## config.mk

```make
export PLATFORM = sky130hd
export DESIGN_NAME = pc_fetch_unit_flat
export DESIGN_NICKNAME = d
export VERILOG_FILES = /design/src/rtl/pc_fetch_unit_pkg.sv /design/src/rtl/pc_fetch_unit_if.sv /design/src/rtl/pc_fetch_unit_next_pc_sel.sv /design/src/rtl/pc_fetch_unit.sv /design/src/flat_wrapper.sv
export SDC_FILE = /design/constraint.sdc
export NUM_CORES = 1
export LEC_CHECK = 0
export BUFFER_PORTS_ARGS = -buffer_cell sky130_fd_sc_hd__clkbuf_2
export CAP_MARGIN = 20
export CORE_ASPECT_RATIO = 1.25
export CORE_MARGIN = 8
export CORE_UTILIZATION = 47
export CTS_BUF_LIST = sky130_fd_sc_hd__clkbuf_4 sky130_fd_sc_hd__clkbuf_8
export DETAILED_ROUTE_END_ITERATION = 8
export PLACE_DENSITY = 0.79
export SKIP_CTS_REPAIR_TIMING = 1
export SLEW_MARGIN = 10
export SYNTH_ARGS = -nofsm -noshare
export SYNTH_HDL_FRONTEND = slang
export SYNTH_SLANG_ARGS = --single-unit
```

## constraint.sdc

```tcl
create_clock -name clk -period 2.6 [get_ports clk]
set_clock_uncertainty 0.05 [all_clocks]
set_input_delay 0.26 -clock clk [delete_from_list [all_inputs] [get_ports clk]]
set_output_delay 0.26 -clock clk [all_outputs]
set_load 0.005 [all_outputs]
```

## src/rtl/pc_fetch_unit_pkg.sv

```systemverilog
// Shared RISC-V fetch definitions: datapath width, PC-source encodings and fetch FSM states.
package riscv_pkg;

  localparam int XLEN        = 32;
  localparam int INSTR_BYTES = 4;

  localparam logic [1:0] PC_SRC_SEQ  = 2'b00;
  localparam logic [1:0] PC_SRC_BR   = 2'b01;
  localparam logic [1:0] PC_SRC_JALR = 2'b10;

  typedef enum logic [1:0] {
    ST_BOOT  = 2'd0,
    ST_FETCH = 2'd1,
    ST_WAIT  = 2'd2,
    ST_TRAP  = 2'd3
  } fetch_state_e;

endpackage

```

## src/rtl/pc_fetch_unit_if.sv

```systemverilog
// Bundle between the fetch unit (master) and the core/instruction-memory side (slave).
interface pc_fetch_unit_if #(
  parameter int W = riscv_pkg::XLEN
) ();
  import riscv_pkg::*;

  logic         redirect_valid;
  logic [1:0]   pc_src;
  logic [W-1:0] pctarg;
  logic [W-1:0] alu_result;
  logic         stall;
  logic         imem_ready;
  logic         imem_req;
  logic [W-1:0] imem_addr;
  logic [W-1:0] pc;
  logic [W-1:0] pc_plus4;
  logic         misalign_err;
  logic [W-1:0] trap_addr;

  modport master (
    input  redirect_valid, pc_src, pctarg, alu_result, stall, imem_ready,
    output imem_req, imem_addr, pc, pc_plus4, misalign_err, trap_addr
  );

  modport slave (
    output redirect_valid, pc_src, pctarg, alu_result, stall, imem_ready,
    input  imem_req, imem_addr, pc, pc_plus4, misalign_err, trap_addr
  );

endinterface

```

## src/rtl/pc_fetch_unit_next_pc_sel.sv

```systemverilog
// Redirect target mux (branch/JAL, JALR, sequential) with word-alignment check.
module next_pc_sel #(
  parameter int XLEN = riscv_pkg::XLEN
) (
  input  logic [1:0]      i_pc_src,
  input  logic [XLEN-1:0] i_pctarg,
  input  logic [XLEN-1:0] i_alu_result,
  input  logic [XLEN-1:0] i_pc_plus4,
  output logic [XLEN-1:0] o_target,
  output logic            o_misaligned
);
  import riscv_pkg::*;

  always_comb begin
    o_target = i_pc_plus4;
    case (i_pc_src)
      PC_SRC_BR:   o_target = i_pctarg;
      // JALR clears bit 0 of base+offset before use
      PC_SRC_JALR: o_target = i_alu_result & ~XLEN'(1);
      default:     o_target = i_pc_plus4;
    endcase
  end

  assign o_misaligned = (o_target[1:0] != 2'b00);

endmodule

```

## src/rtl/pc_fetch_unit.sv

```systemverilog
// Program counter and valid/ready fetch sequencer with pending-redirect capture and misalign trap.
module pc_fetch_unit #(
  parameter int              XLEN        = riscv_pkg::XLEN,
  parameter logic [XLEN-1:0] RESET_PC    = '0,
  parameter int              INSTR_BYTES = riscv_pkg::INSTR_BYTES
) (
  input  logic            clk,
  input  logic            rst_n,
  pc_fetch_unit_if.master bus
);
  import riscv_pkg::*;

  fetch_state_e    r_state;
  fetch_state_e    w_state_next;
  logic [XLEN-1:0] r_pc;
  logic [XLEN-1:0] r_pend_addr;
  logic            r_pend_valid;
  logic            r_misalign_err;
  logic [XLEN-1:0] r_trap_addr;
  logic [XLEN-1:0] w_pc_plus4;
  logic [XLEN-1:0] w_target;
  logic            w_misaligned;
  logic            w_req;
  logic            w_active;
  logic            w_accept;
  logic            w_trap_now;

  assign w_pc_plus4 = r_pc + XLEN'(INSTR_BYTES);

  next_pc_sel #(.XLEN(XLEN)) u_next_pc_sel (
    .i_pc_src     (bus.pc_src),
    .i_pctarg     (bus.pctarg),
    .i_alu_result (bus.alu_result),
    .i_pc_plus4   (w_pc_plus4),
    .o_target     (w_target),
    .o_misaligned (w_misaligned)
  );

  assign w_active   = (r_state != ST_TRAP);
  assign w_accept   = ((r_state == ST_FETCH) || (r_state == ST_WAIT)) && bus.imem_ready;
  assign w_trap_now = w_active && bus.redirect_valid && w_misaligned;

  always_comb begin
    w_state_next = r_state;
    w_req        = 1'b0;
    case (r_state)
      ST_BOOT:  w_state_next = ST_FETCH;
      ST_FETCH,
      ST_WAIT: begin
        w_req        = 1'b1;
        w_state_next = bus.imem_ready ? ST_FETCH : ST_WAIT;
      end
      ST_TRAP:  w_state_next = ST_TRAP;
      default:  w_state_next = ST_BOOT;
    endcase
    if (w_trap_now) begin
      w_state_next = ST_TRAP;
    end
  end

  always_ff @(posedge clk) begin
    if (!rst_n) begin
      r_state        <= ST_BOOT;
      r_pc           <= RESET_PC;
      r_pend_valid   <= 1'b0;
      r_pend_addr    <= '0;
      r_misalign_err <= 1'b0;
      r_trap_addr    <= '0;
    end else begin
      r_state <= w_state_next;
      if (w_trap_now) begin
        r_misalign_err <= 1'b1;
        r_trap_addr    <= w_target;
        r_pend_valid   <= 1'b0;
      end else if (w_accept) begin
        // live redirect beats pending, which beats stall
        r_pend_valid <= 1'b0;
        if (bus.redirect_valid) begin
          r_pc <= w_target;
        end else if (r_pend_valid) begin
          r_pc <= r_pend_addr;
        end else if (!bus.stall) begin
          r_pc <= w_pc_plus4;
        end
      end else if (w_active && bus.redirect_valid) begin
        r_pend_valid <= 1'b1;
        r_pend_addr  <= w_target;
      end
    end
  end

  assign bus.imem_req     = w_req;
  assign bus.imem_addr    = r_pc;
  assign bus.pc           = r_pc;
  assign bus.pc_plus4     = w_pc_plus4;
  assign bus.misalign_err = r_misalign_err;
  assign bus.trap_addr    = r_trap_addr;

endmodule

```

## src/flat_wrapper.sv

```systemverilog
// flat-port wrapper written by rule: the top's interface ports become plain ports
module pc_fetch_unit_flat import riscv_pkg::*;
#(
  parameter int              XLEN        = riscv_pkg::XLEN,
  parameter logic [XLEN-1:0] RESET_PC    = '0,
  parameter int              INSTR_BYTES = riscv_pkg::INSTR_BYTES
)
  (clk, rst_n, bus_redirect_valid, bus_pc_src, bus_pctarg, bus_alu_result, bus_stall, bus_imem_ready, bus_imem_req, bus_imem_addr, bus_pc, bus_pc_plus4, bus_misalign_err, bus_trap_addr);
  pc_fetch_unit_if #(.W(32)) bus_i ();
  input  logic clk;
  input  logic rst_n;
  input wire logic [$bits(bus_i.redirect_valid)-1:0] bus_redirect_valid;
  input wire logic [$bits(bus_i.pc_src)-1:0] bus_pc_src;
  input wire logic [$bits(bus_i.pctarg)-1:0] bus_pctarg;
  input wire logic [$bits(bus_i.alu_result)-1:0] bus_alu_result;
  input wire logic [$bits(bus_i.stall)-1:0] bus_stall;
  input wire logic [$bits(bus_i.imem_ready)-1:0] bus_imem_ready;
  output wire logic [$bits(bus_i.imem_req)-1:0] bus_imem_req;
  output wire logic [$bits(bus_i.imem_addr)-1:0] bus_imem_addr;
  output wire logic [$bits(bus_i.pc)-1:0] bus_pc;
  output wire logic [$bits(bus_i.pc_plus4)-1:0] bus_pc_plus4;
  output wire logic [$bits(bus_i.misalign_err)-1:0] bus_misalign_err;
  output wire logic [$bits(bus_i.trap_addr)-1:0] bus_trap_addr;
  assign bus_i.redirect_valid = bus_redirect_valid;
  assign bus_i.pc_src = bus_pc_src;
  assign bus_i.pctarg = bus_pctarg;
  assign bus_i.alu_result = bus_alu_result;
  assign bus_i.stall = bus_stall;
  assign bus_i.imem_ready = bus_imem_ready;
  assign bus_imem_req = bus_i.imem_req;
  assign bus_imem_addr = bus_i.imem_addr;
  assign bus_pc = bus_i.pc;
  assign bus_pc_plus4 = bus_i.pc_plus4;
  assign bus_misalign_err = bus_i.misalign_err;
  assign bus_trap_addr = bus_i.trap_addr;
  pc_fetch_unit #(.XLEN(XLEN), .RESET_PC(RESET_PC), .INSTR_BYTES(INSTR_BYTES)) u_core (.clk(clk), .rst_n(rst_n), .bus(bus_i));
endmodule
```

After elaboration in Yosys (flattened, before gate mapping) --
Index checks and enable logic that the tools add are counted.
Storage, ports and cells: flip-flop bits (word level) 100, bits in latches 0, RAM bits 0, memory bits (read-only) 0, input bits 71, output and inout bits 130, logic and storage cells 35, memories kept 0
Operators by class: add/sub/neg operators 1, multipliers 0, divide/modulo/power cells 0, magnitude comparators 0, eq/ne operators 7, shift operators 0, multiplexer cells 8, bitwise gates (word level) 3, reduce and logical (&&, ||, !) cells 10
Operator list (number):
- $mux 32 | 3
- $pmux 32 s2 | 1
- $add 32x3->32 const B | 1
- $eq 2x2->1 const B | 3
- $pmux 2 s3 | 1
- $reduce_and 3->1 | 2
- $eq 2x1->1 const B | 2
- $mux 2 | 2
- $logic_and 1x1->1 | 3
- $ne 3x2->1 const B | 1
- $not 1->1 | 3
- $reduce_or 3->1 | 1
- $logic_not 2->1 | 1
- $ne 2x2->1 const B | 1
- $reduce_bool 2->1 | 1
- $reduce_or 2->1 | 1
- $logic_or 1x1->1 | 1
- $mux 1 | 1

Longest topological paths before layout --
depth after elaboration 6, depth in mapped cells 11, depth with buffers taken out 8

Modules after synthesis --
Synthesis repeated with hierarchy kept, for this count alone.
Unflattened totals: cell total of the unflattened synthesis 824, area total of the unflattened synthesis 5993.2 um2
Modules (own cells, without submodules):
- pc_fetch_unit | instances 1, cells each 706, area each 5305.1 um2, sequential area each 2001.9 um2
- next_pc_sel | instances 1, cells each 118, area each 688.2 um2, sequential area each 0.0 um2

Worst setup path before layout --
No wires, ideal clock.
kind flip-flop to flip-flop, from register u_core.r_pc[2] (netlist: u_core.bus.imem_addr[2]), to register u_core.r_pc[22] (netlist: u_core.bus.imem_addr[22]), library setup time 70 ps, arrival 2398 ps, required time 2480 ps, slack 82 ps, stages on the path, launching flop included 9, path buffers 1, period minus slack after synthesis 2518 ps, cells stage by stage dfxtp_1 > ha_1 > nand3_1 > or4_4 > buf_6 > or4_4 > a31oi_4 > o221ai_1 > a21oi_1
On the way: cells in the longest elaborated chain, start to end 4, elaborated cells on any way between the ends 5, those cells by class add/sub: 1; mux: 4
RTL lines:
- start: declaration | RTL line pc_fetch_unit.sv:15 | logic [XLEN-1:0] r_pc;
- start signal: assignment | RTL line pc_fetch_unit.sv:79 | r_pc <= w_target;
- start signal: assignment | RTL line pc_fetch_unit.sv:81 | r_pc <= r_pend_addr;
- start signal: assignment | RTL line pc_fetch_unit.sv:83 | r_pc <= w_pc_plus4;
- $add 32x3->32 (*) | RTL line pc_fetch_unit.sv:28 | assign w_pc_plus4 = r_pc + XLEN'(INSTR_BYTES);
- $mux 32 | RTL line pc_fetch_unit.sv:82 | end else if (!bus.stall) begin
- $mux 32 | RTL line pc_fetch_unit.sv:80 | end else if (r_pend_valid) begin
- $mux 32 (*) | RTL line pc_fetch_unit.sv:78 | if (bus.redirect_valid) begin
Every way passes the cells marked *; elsewhere a longest branch is shown, timed or not. The select of a mux whose other input is x is not followed. A chain may end at the register's enable or synchronous reset.

Worst setup path in the final report --
from register u_core.r_pc[17] (netlist: u_core.bus.imem_addr[17]), to output port bus_pc_plus4[27]
On the way: cells in the longest elaborated chain, start to end 1
RTL lines:
- $add 32x3->32 | RTL line pc_fetch_unit.sv:28
- end: declaration | RTL line flat_wrapper.sv:21 | output wire logic [$bits(bus_i.pc_plus4)-1:0] bus_pc_plus4;
No other way between the ends.

==> flow_summary.yaml <==
critical_path:
  cpMaxStageDelayCell: "or4b_2"
  start_kind: "flip-flop"
  path_cells: "and4_2, nand4_1, or4b_2, nand2_1, clkbuf_2"
  cp.arrival_ns: 2.26
  worstPathMaxFanout: 7
  max_stage_delay_ns: 0.74
  endpoint_kind: "output port"
  reg2reg_slack_ns: 0.23
  crit_type: "reg -> out"
  required_ns: 2.29
timing:
  setup_viol: 0
  tightest_slew_ns: 0.5660
  slew_headroom_pct: 62.13
  fin_crit_ns: 2.570
  post-route-worst-setup-slack_ns: 0.02990
  rsz0062_at_grt: "true"
  hold_slack_ns: 0.1780
  hold_violations: 0
  fin_crit_sh_pct: 98.85
  fin_tns_setup_ns: 0
  maxSlewViolCount: 0
  clock.fmax_mhz: 389.1
synth:
  syn_area_per_cell_um2: 7.746
  synth_fa_ha_area_share_pct: 1.086
  synth_compound_area_share_pct: 25.97
  synthTopCellsByArea: "dfxtp_1, nand2_1, a21oi_1"
  yosysTopAreaCell: "dfxtp_1"
  yosysWarnings: 0
  synth_edf_count: 0
  synth_top_cell_area_share_pct: 34.74
  synthDistinctLibCells: 63
  yosysSeqAreaShare_pct: 34.74
  syn-cell-area_mm2: 0.005763
  yosys.area_share.xor_xnor_pct: 2.584
  synth_top_family_by_area: "compound AO/OA/AOI/OAI gates"
  synthesis.nets: 820
  synth_simple_gate_area_share_pct: 22.30
  ys_seq_elements: 100
  ys.flop_type: "dfxtp_1"
  muxShareOfSynthArea_pct: 2.844
  async_reset_ff_share_pct: 0
  postSynthCellCount: 744
finish:
  final_cells: 1087
  n_fill_cell: 1146
  syn_to_final_growth_pct: 24.99
  final_cell_area_mm2: 0.007203
  diodes: 0
  nets: 995
  drive_gt1_share_pct: 34.89
cts:
  numCtsBuffers: 9
  cts_sinks: 100
  ctsHtreeMaxLevel: 3
  cts_tree: "done"
  worstSkewPairLatency_ns: 0.38
  cts_root_buf: "clkbuf_8"
  clockBufferDepth: 2
  clk_pin_slew_ns: 0.09
floorplanning:
  rows: 45
  die-area_mm2: 0.01608
  ios: 201
  dieWidth_um: 115.0
  core-area_mm2: 0.01205
  die_h_um: 139.8
  initial_core_util_pct: 47.83
outcome:
  status: "finished, final reports clean"
flow_run:
  drv_cap: 0
route:
  wire_per_inst_um: 18.97
  via_per_inst: 5.883
  antenna_left: 0
  drt_pass1_iterations: 7
  drc: 0
  vias: 6395
  finalWirelength_mm: 20.62
  drt_iter0_drc: 477
global_routing:
  grt_use_total_pct: 24.57
  grt_max_degree: 52
  grt_pass1_wl_mm: 31.53
  antenna_found_initial: 1
  gr-total-overflow: 0
  grt_pass1_vias: 6174
power:
  peakVddDrop_uv: 285.9
  p_per_area_mw_per_mm2: 577.1
  p_leak_uw: 0.003144
placed_design:
  dpl_cell_area_mm2: 0.006815
  place_ws_ns: 0.1100
  dp.cells: 1065
  io_buffers: 199
  dp_hpwl_mm: 14.58
  gp_congestion: 0.8944
hold_path:
  min_path_type: "in -> reg"
## critical path, delay by kind of cell (launching register included)
kind	cells	cell delay, ns
buffers and inverters	1	0.13
AND/OR/NAND/NOR	4	1.36
flip-flops	1	0.40
## cells in the mapped netlist (10+ instances only)
library cell / instances
nor2_1: 48
dfxtp_1: 100
nand3_1: 25
nor3_1: 19
a31oi_1: 16
nand4_1: 11
o21ai_0: 40
nand2_1: 135
xnor2_1: 10
a21oi_1: 79
a221oi_1: 20
o21a_1: 13
clkbuf_1: 35
mux2i_1: 13
inv_1: 11
a221o_1: 10
buf_4: 34
## cell usage in the layout (no fill, tap or decap), types with 13 or more instances in the layout
cell type  count
clkbuf_2     199
o21a_1        13
a31oi_1       16
o21ai_0       38
nor3_1        19
nand2_1      133
mux2i_1       13
dfxtp_1       88
nand3_1       23
nor2_1        47
a221oi_1      20
a21oi_1       79
buf_4         48
## power breakdown
group	leakage [µW]	switching [µW]	internal (µW)	total (µW)
combinational	0.00223	808	567	1380
sequential	0.000821	139	1680	1820
clock	0.0000930	532	429	961
## stage by stage
stage,util (%),power (µW)
after global routing,59.78,4373
final,59.78,4157
after CTS,58.07,4126
after detailed placement,56.56,3179
after floorplan,-,2649
after global placement,56.56,3156
## cell type report
class                      count  area [µm²]  share of cell area, %
clock inverter                 1       7.507                 0.1042
inverter                      13       48.80                 0.6774
timing repair buffer         251        1428                  19.82
sequential                   100        2022                  28.07
tap                          164       205.2                  2.849
clock buffer                  14       173.9                  2.414
multi-input combinational    544        3318                  46.07
## registers in the layout, summed over array words and instances (netlist names)
signal and flops:
u_core.bus.imem_addr 32, u_core.bus.trap_addr 32, u_core.r_pend_addr 32, u_core.r_state 2
u_core.bus.misalign_err 1, u_core.r_pend_valid 1
## final timing paths
check                            from                       end  depth (start not counted)
max          u_core.bus.imem_addr[17]          bus_pc_plus4[27]                          5
min                    bus_imem_ready         u_core.r_state[1]                          4
max reg2reg  u_core.bus.imem_addr[10]  u_core.bus.imem_addr[20]                          7
min reg2reg     u_core.r_pend_addr[8]     u_core.r_pend_addr[8]                          2
## per-layer routing
layer,up-vias,track usage (%),routed length (µm)
li1,3003,-,-
met4,2,10.89,615
met2,340,42.69,10200
met1,2995,28.07,7993
met3,55,5.022,1795
met5,-,0,13
## kinds of logic (layout without fill, tap and decap cells)
| kind of cell | after synthesis | in the layout |
|---|---|---|
| adder cells (fa/ha/maj) | 5 | 5 |
| AO/OA/AOI/OAI | 227 | 227 |
| AND/OR/NAND/NOR | 278 | 279 |
| XOR/XNOR | 17 | 17 |
| flip-flops | 100 | 100 |
| buffers and inverters | 101 | 279 |
| multiplexers | 16 | 16 |
Note: power is estimated with default switching activity, not from simulation.
